**src/rtl/ucomb_scan.sv**
```systemverilog
// Pin-sweep controller for the universal-gate wiring decoder: captures one gate request,
// probes each used pin in turn, and returns the packed per-pin wiring map.
module ucomb_scan (
  input  logic        clk,
  input  logic        rst,
  input  logic        req_valid,
  output logic        req_ready,
  input  logic [1:0]  req_sel,
  input  logic [15:0] req_func,
  output logic [1:0]  ref_sel,
  output logic [15:0] ref_func,
  output logic [3:0]  ref_pin,
  input  logic [5:0]  ref_wpin,
  output logic        res_valid,
  input  logic        res_ready,
  output logic [29:0] res_map,
  output logic [3:0]  res_count,
  output logic        res_err
);

  typedef enum logic [1:0] {StIdle, StScan, StDone} state_e;

  state_e      state_q;
  logic        req_ready_q;
  logic        res_valid_q;
  logic [1:0]  sel_q;
  logic [15:0] func_q;
  logic [3:0]  pin_q;
  logic [29:0] map_q;
  logic [3:0]  count_q;
  logic        err_q;

  logic [2:0] ones;
  logic [2:0] idx;
  logic [2:0] code;
  logic [4:0] slot_base;

  function automatic logic [3:0] pin_count(input logic [1:0] sel);
    case (sel)
      2'b00:   pin_count = 4'd4;
      2'b01:   pin_count = 4'd6;
      2'b10:   pin_count = 4'd10;
      default: pin_count = 4'd6;
    endcase
  endfunction

  // Codes 6 and 7 flag a malformed decoder output; 0..5 is the one-hot bit index.
  always_comb begin
    ones = '0;
    idx  = '0;
    for (int i = 0; i < 6; i++) begin
      if (ref_wpin[i]) begin
        ones = ones + 3'd1;
        idx  = 3'(i);
      end
    end
    if (ones == 3'd0) begin
      code = 3'b111;
    end else if (ones == 3'd1) begin
      code = idx;
    end else begin
      code = 3'b110;
    end
    slot_base = 5'(pin_q) * 5'd3;
  end

  always_ff @(posedge clk) begin
    if (rst) begin
      state_q     <= StIdle;
      req_ready_q <= 1'b1;
      res_valid_q <= 1'b0;
      sel_q       <= '0;
      func_q      <= '0;
      pin_q       <= '0;
      map_q       <= '0;
      count_q     <= '0;
      err_q       <= 1'b0;
    end else begin
      unique case (state_q)
        StIdle: begin
          if (req_valid) begin
            sel_q       <= req_sel;
            func_q      <= req_func;
            map_q       <= '0;
            err_q       <= 1'b0;
            pin_q       <= '0;
            count_q     <= pin_count(req_sel);
            req_ready_q <= 1'b0;
            state_q     <= StScan;
          end
        end
        StScan: begin
          map_q[slot_base +: 3] <= code;
          if (code[2:1] == 2'b11) begin
            err_q <= 1'b1;
          end
          // pin_q returns to 0 on the last pin so ref_pin reads 0 outside the sweep.
          if (pin_q == count_q - 4'd1) begin
            pin_q       <= '0;
            res_valid_q <= 1'b1;
            state_q     <= StDone;
          end else begin
            pin_q <= pin_q + 4'd1;
          end
        end
        StDone: begin
          if (res_ready) begin
            res_valid_q <= 1'b0;
            req_ready_q <= 1'b1;
            state_q     <= StIdle;
          end
        end
        default: state_q <= StIdle;
      endcase
    end
  end

  assign req_ready = req_ready_q;
  assign res_valid = res_valid_q;
  assign ref_sel   = sel_q;
  assign ref_func  = func_q;
  assign ref_pin   = pin_q;
  assign res_map   = map_q;
  assign res_count = count_q;
  assign res_err   = err_q;

endmodule

```
**config.mk**
```make
export PLATFORM = sky130hd
export DESIGN_NAME = ucomb_scan
export DESIGN_NICKNAME = d
export VERILOG_FILES = /design/src/rtl/ucomb_scan.sv
export SDC_FILE = /design/constraint.sdc
export NUM_CORES = 1
export LEC_CHECK = 0
export ABC_CLOCK_PERIOD_IN_PS = 8700
export BUFFER_PORTS_ARGS = -buffer_cell sky130_fd_sc_hd__buf_4
export CORE_MARGIN = 2
export CORE_UTILIZATION = 55
export CTS_CLUSTER_SIZE = 10
export DETAILED_ROUTE_END_ITERATION = 7
export PLACE_DENSITY = 0.84
export SYNTH_ARGS = -nofsm -noshare
export SYNTH_HDL_FRONTEND = slang
export SYNTH_SLANG_ARGS = --single-unit
```
**constraint.sdc**
```tcl
create_clock -name clk -period 8.7 [get_ports clk]
set_clock_uncertainty 0.2 [all_clocks]
set_input_delay 1.74 -clock clk [delete_from_list [all_inputs] [get_ports clk]]
set_output_delay 1.74 -clock clk [all_outputs]
set_load 0.02 [all_outputs]
```
# Word-level counts from Yosys, hierarchy flattened
# Cells that the tools add are included.
# op_classes
n_addsub	8
n_mul	1
div_mod_pow	0
order_cmp	0
eq_ne	10
n_shift	2
muxes	32
bitwise	0
n_reduce_logical	12
# ops
op	n
30-bit case mux with 2 select lines	1
3-bit 2-to-1 mux	11
30-bit bitwise mux	1
30-bit 2-to-1 mux	1
3-bit by 7-bit variable shift with 30-bit output (first input constant)	1
3-bit by 7-bit indexed part select with 30-bit output	1
4-bit case mux with 2 select lines	2
3-bit by 1-bit adder with 3-bit output (second input constant)	5
3-bit AND reduction	4
4-bit 2-to-1 mux	2
2-bit != test (second input constant)	4
1-bit 2-to-1 mux	7
5-bit negation with 7-bit output	1
2-bit == test (second input constant)	3
2-bit 2-to-1 mux	3
1-bit case mux with 2 select lines	3
2-bit case mux with 3 select lines	1
2-bit nonzero test	3
4-bit by 2-bit multiplier with 5-bit output (second input constant)	1
4-bit by 1-bit adder with 4-bit output (second input constant)	1
4-bit == test	1
2-bit zero test	2
2-bit AND reduction	2
4-bit by 1-bit subtractor with 4-bit output (second input constant)	1
other kinds (3)	3
# word_totals
reg_bits	61
latchBits	0
mem_bits_rw	0
mem_bits_ro	0
in_bits	28
output_inout_bits	59
wordCells	74
n_memories	0

# Logic depth before layout (Yosys ltp)
# Gate-level depths: netlist of the first run.
# depth
word_depth	17
depth_mapped	17
depth_no_buf	17

# Worst setup path before layout of the first run
# OpenSTA, ideal clock, no wires.
# synth_timing
path_kind	input-to-reg
startpoint	in ref_wpin[0]
endpoint	reg map_q[26] (netlist: res_map[26])
setup_time_ps	141
arrival_time_ps	4612
required_ps	8359
slack_ps	3748
cell_stages	16
path_buffers	0
cell_sequence	inv_1 -> ha_1 -> xor2_1 -> ha_1 -> nand2_1 -> o31ai_1 -> ha_1 -> nor2b_1 -> a31oi_1 -> and2_1 -> ha_1 -> nand2b_1 -> o31a_2 -> and3_4 -> o21ai_2 -> a311oi_2
# synth_via
elab_chain_len	17
elab_cells_between_ends	18
cone_classes	add/sub (5); eq/ne (1); shift (1); mux (10); reduce/logical (1)
# synth_rtl
element	line_no	source
from (decl)	13	input logic [5:0] ref_wpin,
1-bit 2-to-1 mux (*)	52	if (ref_wpin[i]) begin
3-bit by 1-bit adder with 3-bit output	53	ones = ones + 3'd1;
3-bit 2-to-1 mux (*)	52	
3-bit by 1-bit adder with 3-bit output	53	
3-bit 2-to-1 mux (*)	52	
3-bit by 1-bit adder with 3-bit output	53	
3-bit 2-to-1 mux (*)	52	
3-bit by 1-bit adder with 3-bit output	53	
3-bit 2-to-1 mux (*)	52	
3-bit by 1-bit adder with 3-bit output	53	
3-bit 2-to-1 mux (*)	52	
3-bit by 1-bit == test with 1-bit output	59	end else if (ones == 3'd1) begin
3-bit 2-to-1 mux	59	
3-bit 2-to-1 mux (*)	57	if (ones == 3'd0) begin
3-bit by 7-bit indexed part select with 30-bit output (*)	93	map_q[slot_base +: 3] <= code;
30-bit bitwise mux (*)	93	
30-bit case mux with 2 select lines (*)	79	unique case (state_q)
to (signal, indexed assignment)	93	
to (decl)	29	logic [29:0] map_q;
# Every way passes the cells marked *; elsewhere a longest branch is shown, timed or not.
# A chain may end at the register's enable or synchronous reset.

# Worst setup path after layout of the first run
# Same ends and word-level chain as after synthesis.

==> out/metrics.cfg, run 1 <==
[clock_tree]
clock_sinks=60
cts-root-buf=clkbuf_8
cts_tree=built
cts_max_level=3
clkSlewWorstSetupHoldPaths_ns=0.06
post_cts_resized=0
clk_latency_ns=0.35
cts_hold_buf=0
clockBufferDepth=2
cts_made_buffers=9
postCtsSetupBuffers=0

[worst_setup_path]
cp.arrival_ns=5.02
crit_required_ns=8.70
crit_path_max_fanout=8
start_kind=input pin
crit_chain=buf_4, inv_1, ha_1, xor2_1, ha_1, nand2_1, o31ai_1, ha_1, nand2_1, xnor3_2, nor4b_2, nor2_1, a21boi_0, a311oi_2
path_buf_inv=2
end_kind=flop
slowest_stage=nor4b_2
critPathKind=in2reg
critPathMaxStageDelay_ns=0.72
cp_common_cell=ha_1
cp_top_family=simple AND/OR/NAND/NOR gates

[final_layout]
diodes=0
drive_above_1_share=0.2519
nFillCells=505
nets=566
syn2layout_area_growth_pct=22.36
final_common_cell=buf_4
final_cell_mix=buf_4 (88), nand2_1 (71), dfxtp_1 (60), a21oi_1 (43), nor2_1 (34)
fin_area_sq_um=4443
final_util=0.6997

[detailed_routing]
drt_pass1_iterations=5
viasPerCell=5.940
wl_met3_um=562
drt_drc_violations_left=0
ant_nets=0
vias=3594
route.met2.wl_um=4469
top_layer=met4
dr.first_iter.drc_count=289
wirelength_um=9455
routedWlPerCell_um=15.63
met1_length_um=4167

[global_routing]
grt_pass1_wl_um=15400
grt.total_usage=0.2641
first_global_vias=3276
overflow=0
grt_max_degree=44
antenna_found_initial=0

[power]
p_int_uw=507.7
swShare=0.3567
p_leak_nw=1.842
pwr-share-seq=0.383
p_comb_frac=0.314
power.density_nw_per_um2=177.6
finalPower_uw=789.2
p_sw_uw=281.5
p_clk_frac=0.304
ir_worst_vdd_mv=0.1470

[yosys]
synth_top_family_by_area=simple AND/OR/NAND/NOR gates
ys_warn_count=0
ys_seq_area_frac=0.3308
syn_area_sq_um=3631
synth_mux_area_frac=0.02343
yosys.area_share.simple=0.2440
synthXorXnorAreaFrac=0.06065
synthCells=454
synth_edf_count=0
ys_async_sr_fraction=0
synth-seq-cells=60
synth.distinct_cells=71
synth-main-ff-cell=dfxtp_1
synth_compound_area_frac=0.2426
syn_avg_cell_area_sq_um=7.998
syn-num-nets=495
synthAdderAreaFrac=0.04686

[floorplan]
core_sq_um=6350
initial_core_util=0.5718
die_w_um=85.25
num_rows=29
io_pins=87
die_area_sq_um=7268
chipHeight_um=85.25

[run]
cap_violations=0

[sta]
slew-limit-headroom=0.4132
final.period_utilization=0.5773
maxSlewViolCount=0
setup_tns_ns=0
rsz0062_at_grt=false
finalSetupViolCount=0
fmax_ghz=0.1991
hold_viol=0
fin_crit_ns=5.022
tightest_slew_ns=0.8790

[placement]
place.gp.congestion=0.8968
dp_hpwl_um=6771
dpl-instance-area_sq_um=4264
port_buffers=85

[worst_hold_path]
hp-class=reg2reg

[status]
outcome=finished, final reports clean

-- sequential cells by signal, summed over array words and instances (netlist names) --
name and flops:
res_map 30, ref_func 16, ref_pin 4, res_count 3, ref_sel 2, state_q 2
req_ready 1, res_err 1, res_valid 1
-- cell families (layout without fill, tap and decap cells) --
family          Yosys count  after routing
simple gates            182            182
compound gates          130            130
flops                    60             60
buf+inv                  44            118
xor+xnor                 16             16
fa+ha+maj                13             13
mux                       8              8
other cells               1              1
-- power by group through the flow --
| stage | Clock [mW] | Combinational [mW] | Sequential [mW] |
|---|---|---|---|
| final | 0.240 | 0.248 | 0.302 |
| after global routing | 0.253 | 0.270 | 0.304 |
| after CTS | 0.242 | 0.245 | 0.302 |
| after detailed placement | 0 | 0.243 | 0.308 |
| after global placement | 0 | 0.238 | 0.307 |
| after floorplan | 0 | 0.164 | 0.318 |
-- worst register-to-register path, delay by kind of cell (launching register included) --
family / cells / cell delay (ns)
DFF: 1 / 0.89
adders and majority gates: 2 / 0.74
and+or+nand+nor: 3 / 0.50
xor gates and xnor gates: 1 / 0.33
AOI/OAI and AO/OA: 2 / 0.94
muxes: 1 / 0.33
buffers and inverters: 1 / 0.09
-- cells in the mapped netlist (6+ instances only) --
| cell type | count | area share |
|---|---|---|
| nand2_1 | 71 | 0.073 |
| inv_1 | 16 | 0.017 |
| buf_2 | 6 | 0.0083 |
| nor2_1 | 34 | 0.035 |
| ha_1 | 12 | 0.041 |
| nand2b_1 | 7 | 0.012 |
| o21ai_0 | 18 | 0.025 |
| nor3_1 | 11 | 0.015 |
| nand3_1 | 28 | 0.039 |
| dfxtp_1 | 60 | 0.33 |
| o21ai_1 | 9 | 0.012 |
| a21oi_1 | 43 | 0.059 |
| clkbuf_1 | 20 | 0.021 |
| a211oi_1 | 6 | 0.012 |
| and2_1 | 8 | 0.014 |
-- metal layers --
| layer | GRT usage | vias to the layer above |
|---|---|---|
| li1 | - | 1741 |
| met1 | 0.3471 | 1682 |
| met2 | 0.4119 | 142 |
| met3 | 0.05934 | 29 |
| met4 | 0.1255 | 0 |
| met5 | 0 | - |
-- final cells by class --
type / count / area [sq um] / share of cell area
Multi-Input combinational cell: 350 / 2246 / 0.5055
Sequential cell: 60 / 1201 / 0.2703
Timing Repair Buffer: 88 / 660.6 / 0.1487
Clock buffer: 9 / 123.9 / 0.02788
Tap cell: 77 / 96.34 / 0.02168
Inverter: 16 / 60.06 / 0.01352
Clock inverter: 5 / 55.05 / 0.01239
-- path summary, 6_finish.rpt --
| path | start | end | slack, ns | cells past startpoint |
|---|---|---|---|---|
| worst max-delay path | ref_wpin[0] | res_map[26] | 3.68 | 14 |
| worst min register to register | ref_func[2] | ref_func[2] | 0.25 | 2 |
| worst max register to register | ref_pin[0] | res_map[5] | 4.56 | 10 |
| worst min-delay path | ref_func[2] | ref_func[2] | 0.25 | 2 |
-- metrics by stage --
step | instances | hold WS (ns) | worst slack [ns]
3_3_place_gp | 591 | 0.2425 | 3.471
3_5_place_dp | 591 | 0.2470 | 3.366
6_report | 605 | 0.2547 | 3.678
5_1_grt | 605 | 0.2755 | 3.544
4_1_cts | 605 | 0.2561 | 3.723
2_1_floorplan | 454 | 0.2887 | 3.748
(Power assumes the default switching activity.)
==> run 2, diff against run 1 <==
==> config.mk (replaced) <==
export PLATFORM = sky130hd
export DESIGN_NAME = ucomb_scan
export DESIGN_NICKNAME = d
export VERILOG_FILES = /design/src/rtl/ucomb_scan.sv
export SDC_FILE = /design/constraint.sdc
export NUM_CORES = 1
export LEC_CHECK = 0
export ABC_AREA = 1
export ABC_CLOCK_PERIOD_IN_PS = 4170
export BUFFER_PORTS_ARGS = -buffer_cell sky130_fd_sc_hd__buf_4
export CORE_MARGIN = 2
export CORE_UTILIZATION = 49
export CTS_CLUSTER_SIZE = 10
export DETAILED_ROUTE_END_ITERATION = 7
export PLACE_DENSITY = 0.79
export SYNTH_ARGS = -nofsm -noshare
export SYNTH_HDL_FRONTEND = slang
export SYNTH_SLANG_ARGS = --single-unit
==> constraint.sdc (replaced) <==
create_clock -name clk -period 4.17 [get_ports clk]
set_clock_uncertainty 0.2 [all_clocks]
set_input_delay 0.834 -clock clk [delete_from_list [all_inputs] [get_ports clk]]
set_output_delay 0.834 -clock clk [all_outputs]
set_load 0.02 [all_outputs]
==> run 2 against run 1 <==
Compared with the run above: combinational power increased by 83%; via count up 6.5%; worst hold slack gained 0.0060 ns; utilization decreased by 5.6 points; first-iteration DRC count rose by 2.4%.
==> out/metrics.cfg, run 2 <==
[global_routing]
grt_max_degree=48
overflow=0
antenna_found_initial=0
grt.total_usage=0.2313
first_global_vias=3475
grt_pass1_wl_um=15970

[final_layout]
multi_input_area_sq_um=2226
final_common_cell=nand2_1
final_cell_mix=nand2_1 (114), buf_4 (94), nor2_1 (65), dfxtp_1 (60), inv_1 (52)
largest_reg_flops=30
post_layout_nonfiller_instances=732
syn2layout_area_growth_pct=25.60
diodes=0
nets=669
drive_above_1_share=0.2812
seq_area_sq_um=1201
nFillCells=664

[worst_setup_path]
rrSetupSlack_ns=0.68
slowest_stage=ha_1
crit_path_max_fanout=5
end_kind=flop
crit_required_ns=4.25
cp_top_family=simple AND/OR/NAND/NOR gates
cp.arrival_ns=4.04
reg2regPathDepth=14
critPathKind=in2reg
cp_common_cell=nand2_1
critPathMaxStageDelay_ns=0.28
start_kind=input pin
path_buf_inv=6
rr_endpoint=res_map[1]
reg2reg_from=ref_pin[0]

[clock_tree]
cts_max_level=3
cts_made_buffers=9
cts-root-buf=clkbuf_8
cts_hold_buf=0
clkSlewWorstSetupHoldPaths_ns=0.06
cts_tree=built
clock_sinks=60
clockBufferDepth=2
clk_latency_ns=0.34

[detailed_routing]
drt_drc_violations_left=0
drt_pass1_iterations=4
ant_nets=0
dr.first_iter.drc_count=296
wirelength_um=9727
routedWlPerCell_um=13.29
viasPerCell=5.227
vias=3826

[placement]
port_buffers=85
place.gp.congestion=0.9592
post-place-ws_ns=-0.3004
placedCellCount=713
dp_hpwl_um=7013

[sta]
finalSetupViolCount=0
fin_crit_ns=3.961
slew-limit-headroom=0.3330
hold_viol=0
fin_ws_ns=0.2090
fmax_ghz=0.2525
maxSlewViolCount=0
hold_ws_ns=0.2607
final.period_utilization=0.9499
tightest_slew_ns=0.9969

[yosys]
synthAdderAreaFrac=0.04527
ys_seq_area_frac=0.3196
synth.most_common_cell=nand2_1
synth-main-ff-cell=dfxtp_1
syn_area_sq_um=3759
synth_compound_area_frac=0.1421
synthCells=544
synth-seq-cells=60
synth.area.top_cells=dfxtp_1 (32%), nand2_1 (12%), nor2_1 (6.6%)
synth_top_family_by_area=simple AND/OR/NAND/NOR gates
synth_common_cells=nand2_1 (118), nor2_1 (66), dfxtp_1 (60)
yosys.area_share.simple=0.3828
synth_mux_area_frac=0
syn-num-nets=585
synth.distinct_cells=44
synth_edf_count=0
syn_avg_cell_area_sq_um=6.909
synth_top_area_frac=0.3196
ys_warn_count=0
synthXorXnorAreaFrac=0.01165
ys_async_sr_fraction=0
yosysTopAreaCell=dfxtp_1

[floorplan]
die_area_sq_um=8387
core_sq_um=7331
num_rows=31
io_pins=87
chipHeight_um=91.58
initial_core_util=0.5127
die_w_um=91.58

[worst_hold_path]
hp-class=reg2reg
whs_path_depth=2
hold_start=req_ready
min_to=req_ready

[power]
power.density_nw_per_um2=350.6
ir_worst_vdd_mv=0.1821
finalPower_mw=1.655
p_leak_nw=2.196

[status]
outcome=finished, final reports clean

[run]
cap_violations=0

[run 2: cell count changes after synthesis, sizes merged, moves of 6 or more]
cell / change
nand2b: -7
inv: +47
clkbuf: -8
nand3: +17
nor2: +46
nand2: +59
nor3: -6
a211oi: -6
o21ai: +10
and2: -8
[run 2: layer usage]
metal	GRT usage	share of wire	wire length, um	up-vias
li1	-	-	-	1924
met1	0.2984	0.46	4450	1755
met2	0.3824	0.46	4466	130
met3	0.04813	0.068	658	17
met4	0.07955	0.016	152	0
met5	0	0	0	-
[run 2: layout make-up]
type / instances / share of cell area
flip-flops and latches: 60 / 0.2544
repair buffers: 94 / 0.1495
well taps: 99 / 0.02624
multi-input cells: 398 / 0.4715
inverters: 65 / 0.05221
clock buffers: 12 / 0.03074
clock inverters: 4 / 0.01537
[run 2: worst max-delay path by stage]
stage	slack, ns	cells after the start	to	from
final	0.21	30	res_map[17]	ref_wpin[1]
after global routing	-0.002	30	res_map[26]	ref_wpin[1]
after CTS	0.06	29	res_map[27]	ref_wpin[0]
after detailed placement	-0.30	29	res_map[27]	ref_wpin[0]
after global placement	-0.14	28	res_map[27]	ref_wpin[0]
after floorplan	0.11	28	res_map[25]	ref_wpin[0]
[run 2: power by group]
| group | switching (mW) | leakage [nW] | total (mW) | internal (mW) |
|---|---|---|---|---|
| registers | 0.0187 | 0.489 | 0.617 | 0.598 |
| clock network | 0.233 | 0.107 | 0.585 | 0.352 |
| logic | 0.303 | 1.60 | 0.454 | 0.151 |
| total | 0.554 | 2.20 | 1.66 | 1.10 |
[run 2: worst reg2reg max path: stages (launching register included)]
cell      delay, ns
dfxtp_1        0.70
ha_1           0.30
inv_1          0.07
fa_1           0.38
xor2_1         0.21
nand3_1        0.12
nand3b_4       0.34
nand2_4        0.28
nor2_2         0.07
nand2_1        0.21
inv_1          0.15
nand2_1        0.09
nand2_1        0.06
o21ai_0        0.14
a31oi_1        0.06
[run 2: what timing repair did]
action | 4_1_cts | 5_1_grt
setup endpoints to repair | 0 | 30
buffers inserted | 0 | 3
gates resized for setup | 0 | 10
[run 2: through the flow]
step                        util  cell area [sq um]   TNS (ns)
final                     0.6440               4721          0
after global routing      0.6440               4721  -0.001773
after CTS                 0.6361               4663          0
after detailed placement  0.6064               4446     -6.876
after global placement    0.6064               4446     -2.206
after floorplan                -               3759          0
[run 2: kinds of logic (layout without fill, tap and decap cells)]
group                      Yosys count  count (layout)
buffers and inverters               86             175
AOI/OAI and AO/OA                   96              96
other                                1               1
and+or+nand+nor                    283             283
xor gates and xnor gates             5               5
adders and majority gates           13              13
DFF                                 60              60
==> run 3, diff against run 2 <==
--- a/config.mk
+++ b/config.mk
@@ -8,6 +8,7 @@
 export ABC_AREA = 1
 export ABC_CLOCK_PERIOD_IN_PS = 4170
 export BUFFER_PORTS_ARGS = -buffer_cell sky130_fd_sc_hd__buf_4
+export CORE_ASPECT_RATIO = 0.6
 export CORE_MARGIN = 2
 export CORE_UTILIZATION = 49
 export CTS_CLUSTER_SIZE = 10
==> run 3 against run 2 <==
Compared with the run above: sequential share of layout area shrank 0.61 points; worst hold slack gained 0.015 ns; highest routed layer unchanged; combinational power grew 3%; sequential power is essentially flat; register-to-register slack gained 0.14 ns; sequential cell count is the same.
==> out/metrics.cfg, run 3 (same netlist as run 2, synthesis figures left out) <==
[status]
outcome=finished, final reports clean

[sta]
finalSetupViolCount=0
fmax_ghz=0.2565
maxSlewViolCount=0
fin_crit_ns=3.899
final.period_utilization=0.9350
setup_tns_ns=0
hold_viol=0
slew-limit-headroom=0.4139
tightest_slew_ns=0.8782

[worst_setup_path]
crit_required_ns=4.19
start_kind=input pin
cp_common_cell=nand2_1
cp.arrival_ns=3.92
critPathMaxStageDelay_ns=0.28
critPathKind=in2reg
crit_path_max_fanout=5
slowest_stage=ha_1
end_kind=flop

[final_layout]
diodes=0
fin_area_sq_um=4836
nFillCells=631
final_util=0.6573
largest_reg_flops=30
final_common_cell=nand2_1
nets=671
final_cell_mix=nand2_1 (115), buf_4 (96), nor2_1 (66), dfxtp_1 (60), inv_1 (50)
syn2layout_area_growth_pct=28.66
drive_above_1_share=0.2819

[floorplan]
io_pins=87
initial_core_util=0.5109
core_sq_um=7357
die_w_um=117.1
die_area_sq_um=8410
chipHeight_um=71.84
num_rows=24

[detailed_routing]
dr.first_iter.drc_count=355
routedWlPerCell_um=14.26
drt_drc_violations_left=0
drt_pass1_iterations=6
vias=3900
viasPerCell=5.277
wirelength_um=10540
ant_nets=0

[global_routing]
grt_pass1_wl_um=17160
grt.total_usage=0.2597
antenna_found_initial=0
overflow=0
grt_max_degree=48
first_global_vias=3600

[clock_tree]
cts-root-buf=clkbuf_16
clock_sinks=60
cts_tree=built
cts_hold_buf=0
clk_latency_ns=0.32
clkSlewWorstSetupHoldPaths_ns=0.05
cts_max_level=3
clockBufferDepth=2
cts_made_buffers=9

[power]
p_leak_nw=2.244
p_int_mw=1.290
power.density_nw_per_um2=386.7
swShare=0.3102
ir_worst_vdd_mv=0.2755
p_clk_frac=0.422
pwr-share-seq=0.329
p_comb_frac=0.249
p_sw_uw=580.0

[placement]
port_buffers=85
dp_hpwl_um=7746
place.gp.congestion=0.8609
dpl-instance-area_sq_um=4482

[run]
cap_violations=0

[worst_hold_path]
hp-class=reg2reg

==> run 3: path summary, 6_finish.rpt <==
path / startpoint / to / slack, ns / cells past startpoint
setup reg to reg: ref_pin[2] / res_map[1] / 0.82 / 13
hold / removal: ref_sel[0] / ref_sel[0] / 0.28 / 2
setup / recovery: ref_wpin[0] / res_map[9] / 0.27 / 29
hold reg to reg: ref_sel[0] / ref_sel[0] / 0.28 / 2
==> run 3: repair_timing <==
item,4_1_cts,5_1_grt
buffers inserted,0,1
setup endpoints to repair,0,30
gates resized for setup,0,11
==> run 3: critical path, delay by kind of cell <==
kind / cells / cell delay, ns
and+or+nand+nor: 17 / 1.53
adders and majority gates: 4 / 0.90
buffers and inverters: 7 / 0.39
AOI/OAI and AO/OA: 1 / 0.23
==> run 3: cell type report <==
| class | instances | area (sq um) | area share |
|---|---|---|---|
| sequential | 60 | 1201 | 0.2484 |
| clock buffer | 12 | 246.5 | 0.05097 |
| inverter | 65 | 251.5 | 0.05201 |
| timing repair buffer | 96 | 720.7 | 0.1490 |
| multi-input combinational | 398 | 2213 | 0.4577 |
| tap | 104 | 130.1 | 0.02691 |
| clock inverter | 4 | 72.57 | 0.01501 |
==> run 3: metal layers <==
metal  up-vias  GRT usage  wire, um
met5         -          0         0
met4         0    0.04183        66
met3         9    0.06937       796
met2       142     0.4053      4631
met1      1821     0.3684      5044
li1       1928          -         -
==> run 3: power by group through the flow <==
| stage | registers, mW | clock network [mW] | logic [mW] |
|---|---|---|---|
| detailed placement | 0.626 | 0 | 0.451 |
| floorplan | 0.653 | 0 | 0.296 |
| global placement | 0.625 | 0 | 0.440 |
| global route | 0.618 | 0.830 | 0.508 |
| CTS | 0.615 | 0.797 | 0.454 |
| finish | 0.615 | 0.789 | 0.466 |
==> run 3: metrics by stage <==
stage / std cells / power, mW / worst slack [ns] / hold slack (ns)
after floorplan: 544 / 0.9497 / 0.1114 / 0.2900
after global placement: 722 / 1.065 / -0.1104 / 0.2565
after detailed placement: 722 / 1.076 / -0.2526 / 0.2653
after CTS: 738 / 1.866 / 0.08142 / 0.2760
after global routing: 739 / 1.956 / -0.001724 / 0.3056
final: 739 / 1.870 / 0.2711 / 0.2755
